--- src/rtl/deserializer_param_if.sv ---
// rtl/deserializer_param_if.sv - serial-in / word-out bus bundle for deserializer_param
//
// Purpose: groups the serial input qualifiers and the parallel word outputs.
// Signals:
//   data_i            serial data bit
//   data_val_i        data_i is valid this cycle
//   flush_i           request to emit the current partial word
//   deser_data_o      assembled word (DATA_W)
//   deser_data_mod_o  number of valid bits in deser_data_o (MOD_W)
//   deser_data_val_o  single-cycle output strobe
// Modports: master = serial source / word sink, slave = the deserializer.
interface deserializer_param_if #(
    parameter int DATA_W = 16,
    parameter int MOD_W  = $clog2(DATA_W) + 1
);
    logic              data_i;
    logic              data_val_i;
    logic              flush_i;
    logic [DATA_W-1:0] deser_data_o;
    logic [MOD_W-1:0]  deser_data_mod_o;
    logic              deser_data_val_o;

    modport master (
        output data_i, data_val_i, flush_i,
        input  deser_data_o, deser_data_mod_o, deser_data_val_o
    );

    modport slave (
        input  data_i, data_val_i, flush_i,
        output deser_data_o, deser_data_mod_o, deser_data_val_o
    );
endinterface

--- src/rtl/deserializer_param.sv ---
// rtl/deserializer_param.sv - parametrised serial-to-parallel converter with flush
//
// Purpose: packs valid-qualified serial bits into DATA_W-bit words, either
// MSB-first or LSB-first; flush emits a partial word with its bit count.
// Ports:
//   clk_i   rising-edge clock
//   arst_i  asynchronous active-high reset
//   bus     deserializer_param_if.slave (serial in, word/mod/strobe out)
module deserializer_param #(
    parameter int DATA_W    = 16,
    parameter bit MSB_FIRST = 1'b1,
    localparam int MOD_W    = $clog2(DATA_W) + 1
) (
    input  logic                 clk_i,
    input  logic                 arst_i,
    deserializer_param_if.slave  bus
);
    localparam logic [MOD_W-1:0] FULL = MOD_W'(DATA_W);

    logic [DATA_W-1:0] shreg_q, shreg_d;
    logic [DATA_W-1:0] out_q, out_d;
    logic [MOD_W-1:0]  cnt_q, cnt_d;
    logic [MOD_W-1:0]  mod_q, mod_d;
    logic              val_q, val_d;

    logic [MOD_W-1:0]  n;
    logic [MOD_W-1:0]  shamt;
    logic              emit;

    always_comb begin
        shreg_d = shreg_q;
        out_d   = out_q;
        mod_d   = mod_q;

        // The same-cycle bit is folded in before any emit decision.
        if (bus.data_val_i) begin
            if (MSB_FIRST) begin
                shreg_d = {shreg_q[DATA_W-2:0], bus.data_i};
            end else begin
                shreg_d = {bus.data_i, shreg_q[DATA_W-1:1]};
            end
        end

        n     = cnt_q + MOD_W'(bus.data_val_i);
        emit  = (n == FULL) || (bus.flush_i && (n != '0));
        shamt = FULL - n;

        // The n fresh bits sit at one end of shreg_d; shifting them to the
        // output end pushes every stale bit out and zero-fills the rest.
        // A full word has shamt = 0, so completion and flush share this path.
        if (emit) begin
            if (MSB_FIRST) begin
                out_d = shreg_d << shamt;
            end else begin
                out_d = shreg_d >> shamt;
            end
            mod_d = n;
        end

        cnt_d = emit ? '0 : n;
        val_d = emit;
    end

    always_ff @(posedge clk_i or posedge arst_i) begin
        if (arst_i) begin
            shreg_q <= '0;
            cnt_q   <= '0;
            out_q   <= '0;
            mod_q   <= '0;
            val_q   <= 1'b0;
        end else begin
            shreg_q <= shreg_d;
            cnt_q   <= cnt_d;
            out_q   <= out_d;
            mod_q   <= mod_d;
            val_q   <= val_d;
        end
    end

    assign bus.deser_data_o     = out_q;
    assign bus.deser_data_mod_o = mod_q;
    assign bus.deser_data_val_o = val_q;
endmodule

--- src/flat_wrapper.sv ---
// flat-port wrapper written by rule: the top's interface ports become plain ports
module deserializer_param_flat 
#(
    parameter int DATA_W    = 16,
    parameter bit MSB_FIRST = 1'b1,
    localparam int MOD_W    = $clog2(DATA_W) + 1
)
  (clk_i, arst_i, bus_data_i, bus_data_val_i, bus_flush_i, bus_deser_data_o, bus_deser_data_mod_o, bus_deser_data_val_o);
  deserializer_param_if #(.DATA_W(DATA_W)) bus_i ();
  input  logic clk_i;
  input  logic arst_i;
  input wire logic [$bits(bus_i.data_i)-1:0] bus_data_i;
  input wire logic [$bits(bus_i.data_val_i)-1:0] bus_data_val_i;
  input wire logic [$bits(bus_i.flush_i)-1:0] bus_flush_i;
  output wire logic [$bits(bus_i.deser_data_o)-1:0] bus_deser_data_o;
  output wire logic [$bits(bus_i.deser_data_mod_o)-1:0] bus_deser_data_mod_o;
  output wire logic [$bits(bus_i.deser_data_val_o)-1:0] bus_deser_data_val_o;
  assign bus_i.data_i = bus_data_i;
  assign bus_i.data_val_i = bus_data_val_i;
  assign bus_i.flush_i = bus_flush_i;
  assign bus_deser_data_o = bus_i.deser_data_o;
  assign bus_deser_data_mod_o = bus_i.deser_data_mod_o;
  assign bus_deser_data_val_o = bus_i.deser_data_val_o;
  deserializer_param #(.DATA_W(DATA_W), .MSB_FIRST(MSB_FIRST)) u_core (.clk_i(clk_i), .arst_i(arst_i), .bus(bus_i));
endmodule
--- config.mk ---
export PLATFORM = sky130hd
export DESIGN_NAME = deserializer_param_flat
export DESIGN_NICKNAME = d
export VERILOG_FILES = /design/src/rtl/deserializer_param_if.sv /design/src/rtl/deserializer_param.sv /design/src/flat_wrapper.sv
export SDC_FILE = /design/constraint.sdc
export NUM_CORES = 1
export LEC_CHECK = 0
export CAP_MARGIN = 20
export CORE_MARGIN = 2
export CORE_UTILIZATION = 45
export DETAILED_ROUTE_END_ITERATION = 6
export GPL_ROUTABILITY_DRIVEN = 0
export GPL_TIMING_DRIVEN = 0
export PLACE_DENSITY = 0.66
export SYNTH_ARGS = -nofsm -noshare
export SYNTH_HDL_FRONTEND = slang
export SYNTH_SLANG_ARGS = --single-unit
--- constraint.sdc ---
create_clock -name clk_i -period 8.95 [get_ports clk_i]
set_input_delay 1.79 -clock clk_i [delete_from_list [all_inputs] [get_ports clk_i]]
set_output_delay 1.79 -clock clk_i [all_outputs]
set_load 0.05 [all_outputs]
Word level (Yosys, flattened, before mapping)
Cells that the tools add are included.
W data, S select, Z words.

operators by class
  mux-type cells = 2
  shift-type cells = 1
  eq/ne operators = 1
  add/subtract/negate cells = 2
  reduce and logical (&&, ||, !) cells = 3

operator list
  cell                   number
  $mux W16               1
  $shl A16 B5 Y16        1
  $add A5 B1 Y5          1
  $eq A5 B5 Y1 const B   1
  $mux W5                1
  $reduce_bool A5 Y1     1
  $sub A5 B5 Y5 const A  1
  $logic_and A1 B1 Y1    1
  $logic_or A1 B1 Y1     1

word-level totals
  register bits = 43
  bits of input ports = 5
  output and inout bits = 22

Logic depth before layout (Yosys ltp)
  depth after elaboration = 5
  depth in mapped cells = 13
  mapped depth without buffers = 10

Worst setup path after synthesis
No wires, ideal clock.

  path type = in2reg
  from = input bus_data_val_i
  to = register u_core.mod_q[0] (netlist: u_core.bus.deser_data_mod_o[0])
  data required time = 8.825 ns
  stages = 12
  slack = 4.678 ns
  arrival time = 4.147 ns
  path buffers = 4
  cells stage by stage = ha_1 > buf_6 > buf_6 > buf_2 > inv_1 > ha_1 > or4b_1 > o31ai_1 > inv_1 > a21boi_4 > clkbuf_8 > mux2_2

on the way
  longest elaborated chain between the ends = 4
  elaborated cells between the ends (all ways) = 5

RTL lines
  element               line                      text
  from (decl)           flat_wrapper.sv:13        input wire logic [$bits(bus_i.data_val_i)-1:0] bus_data_val_i;
  $add A5 B1 Y5 (*)     deserializer_param.sv:44  n = cnt_q + MOD_W'(bus.data_val_i);
  $reduce_bool A5 Y1    deserializer_param.sv:45  emit = (n == FULL) || (bus.flush_i && (n != '0));
  $logic_and A1 B1 Y1   deserializer_param.sv:45
  $logic_or A1 B1 Y1    deserializer_param.sv:45
  to (signal assigned)  deserializer_param.sv:75  mod_q <= mod_d;
  to (decl)             deserializer_param.sv:23  logic [MOD_W-1:0] mod_q, mod_d;

Mark *: on every way between the ends. The rest lies on a longest branch, timed or not.
A chain may end at the register's enable or synchronous reset.

Worst setup path after layout
  from = input bus_data_val_i
  to = register u_core.out_q[10] (netlist: u_core.bus.deser_data_o[10])

on the way
  longest elaborated chain between the ends = 4
  elaborated cells between the ends (all ways) = 8

RTL lines
  element                                                                line                      text
  $add A5 B1 Y5 (*)                                                      deserializer_param.sv:44
  named net u_core.n[0]                                                  deserializer_param.sv:26  logic [MOD_W-1:0] n;
  parallel branches: the longest is 3 deep, another holds $sub A5 B5 Y5  n/a
  to (signal assigned)                                                   deserializer_param.sv:74  out_q <= out_d;
  to (decl)                                                              deserializer_param.sv:21  logic [DATA_W-1:0] out_q, out_d;

Mark *: on every way through the listed nets, which the timed path passes.

==> impl_metrics.ini <==
[run_status]
status = finished clean

[synth]
ys_warn_count = 0
syn_area_um2 = 2660
yosysTopAreaCell = dfrtp_1
syn_area_per_cell_um2 = 12.5
synth.area.top_cells = dfrtp_1 40%, mux2_2 16%, mux4_2 6.8%, clkbuf_8 3.1%, a221o_1 3.0%
yosysSeqAreaShare = 0.404
synth-edff-count = 0
ys_ff_latch = 43
synth_nets = 221
syn_inst = 213
ys.flop_type = dfrtp_1
yosys.cell_types.count = 44
synth_common_cells = 43 x dfrtp_1, 37 x mux2_2, 19 x nor2_1, 10 x a21oi_1
synth.top_cell.area_share = 0.404
async_reset_ff_frac = 1.00
synth_most_common_cell = dfrtp_1

[critical_path]
crit_arrival_ns = 4.88
cpMostUsedCell = buf_6
cp-end-kind = flop
path_class = input port to flop
required_ns = 9.14
cp_max_fo = 10
critPathMaxStageDelay_ns = 0.54
path_cells = clkdlybuf4s50_1 > ha_1 > buf_6 > buf_6 > buf_2 > inv_1 > ha_1 > xor3_1 > buf_6 > mux4_2 > nor2_1 > a2111oi_2 > a221o_1
slowest_stage = mux4_2
critPathLaunchType = input port
reg2regPathDepth = 12
rrSetupSlack_ns = 5.86
r2r-end = u_core.bus.deser_data_o[10]$_DFFE_PP0P_
reg2reg_from = u_core.cnt_q[0]$_DFF_PP0_

[placement]
io_buffers = 26
dpl_cell_area_um2 = 3040
hpwl_mm = 4.06

[routing]
dr.pass1.iters = 4
drtAntennaViolNets = 0
vias = 1805
wire_per_inst_um = 16.4
vias_per_cell = 5.59
drt-total-wl_mm = 5.31
drt_iter0_drc = 114
drc_errors = 0

[finish]
regArea_um2 = 1080
syn_to_final_growth_pct = 18.1
utilization = 0.540
fillerInstances = 545
n_antenna_cell = 0
final_layout_size_suffix_gt1_frac = 0.302
nNetsFinal = 255
design_area_um2 = 3140
multi_input_area_um2 = 1390

[grt]
grt_pass1_wl_mm = 9.14
antenna_found_initial = 0
gr-usage-all-layers = 0.183
grt_pass1_vias = 1774
grt_max_degree = 25
grt_overflow_total = 0

[sta]
final.setup_skew_ns = 0.00596
setup_viol = 0
tightest_slew_ns = 0.552
relSlewSlack = 0.632
max_freq_mhz = 213
finalHoldViolations = 0
slew_viol_final = 0
fin_setup_tns_ns = 0
period_share = 0.524
rsz0062_at_grt = false
min_period_ns = 4.69

[floorplanning]
ioPinCount = 27
fp.coreArea_um2 = 5820
dieHeight_um = 80.9
num_rows = 28
fp.dieW_um = 80.9
start_util = 0.458
die-area_um2 = 6540

[run]
maxCapViolations = 0

[cts]
hold_buffers = 0
clockRootBuffer = clkbuf_8
cts_setup_buffers = 0
post_cts_resized = 0
clock_path_buffers = 2
clock_latency_ns = 0.30
path_clk_slew_ns = 0.08
tritoncts = done
cts_buffers = 5
cts-htree-levels = 2
cts_sinks = 43

[worst_hold_path]
hold_class = flop to flop
holdPathEnd = u_core.bus.deser_data_mod_o[4]$_DFFE_PP0P_
min_from = u_core.bus.deser_data_mod_o[4]$_DFFE_PP0P_
min_path_cells = 1
-- stage by stage --
stage	instances	hold WS, ns	setup WS [ns]
floorplan	213	0.480	4.68
global placement	314	0.474	3.95
detailed placement	315	0.494	3.94
CTS	323	0.513	4.25
global route	323	0.521	4.06
finish	323	0.501	4.26
-- worst max-delay path: cells and delay by family --
family | cells | cell delay, ns
AO/OA/AOI/OAI | 2 | 0.34
XOR/XNOR | 1 | 0.23
adder cells (fa/ha/maj) | 2 | 0.56
buffers and inverters | 6 | 1.27
multiplexers | 1 | 0.54
AND/OR/NAND/NOR | 1 | 0.14
-- routing by layer --
layer	GRT usage	wire length (um)	vias to the layer above
li1	-	-	876
met3	0.0300	239	6
met2	0.283	2430	37
met5	0	0	-
met4	0.0847	82	0
met1	0.254	2560	886
-- how the worst max path moves through the flow --
stage / from / to / slack, ns / cells past startpoint
floorplan: bus_data_val_i / u_core.bus.deser_data_mod_o[0]$_DFFE_PP0P_ / 4.68 / 12
global placement: bus_data_val_i / u_core.bus.deser_data_o[14]$_DFFE_PP0P_ / 3.95 / 14
detailed placement: bus_data_val_i / u_core.bus.deser_data_o[10]$_DFFE_PP0P_ / 3.94 / 13
CTS: bus_data_val_i / u_core.bus.deser_data_o[10]$_DFFE_PP0P_ / 4.25 / 13
global route: bus_data_val_i / u_core.bus.deser_data_o[14]$_DFFE_PP0P_ / 4.06 / 14
finish: bus_data_val_i / u_core.bus.deser_data_o[10]$_DFFE_PP0P_ / 4.26 / 13
-- cell type report --
cell class / instances / share of cell area
sequential: 43 / 0.342
inverter: 8 / 0.00955
timing repair buffer: 27 / 0.0916
multi-input combinational: 146 / 0.441
tap: 75 / 0.0299
clock buffer: 8 / 0.0318
buffer: 16 / 0.0533
-- kinds of logic (layout without fill, tap and decap cells) --
family / count (synthesis) / after routing / synth area share
and+or+nand+nor: 38 / 38 / 0.0757
adders and majority gates: 3 / 3 / 0.0141
AOI/OAI and AO/OA: 46 / 46 / 0.150
buffers and inverters: 24 / 59 / 0.0743
muxes: 52 / 52 / 0.251
DFF: 43 / 43 / 0.404
xor gates and xnor gates: 7 / 7 / 0.0315
-- placed cells by master, fill, tap and decap left out, drive strengths merged, types with 2 or more instances in the layout --
cell type	n
dfrtp	43
mux2	37
clkdlybuf4s50	26
nor2	19
clkbuf	15
a21oi	11
buf	10
a22o	8
mux4	8
a221o	8
mux2i	7
inv	7
a2111oi	7
xor2	4
nand3	3
nand3b	3
ha	3
a21boi	3
nor3	3
nand2	2
xnor2	2
or3	2
o2111ai	2
o211a	2
-- state kept, by name, summed over array words and instances (netlist names) --
name,count
u_core.bus.deser_data_mod_o,5
u_core.bus.deser_data_o,16
u_core.bus.deser_data_val_o,1
u_core.cnt_q,5
u_core.shreg_q,16
Power is left out: the tool's default activity adds up to more than one toggle a clock period on the data nets, which glitch-free logic cannot reach.
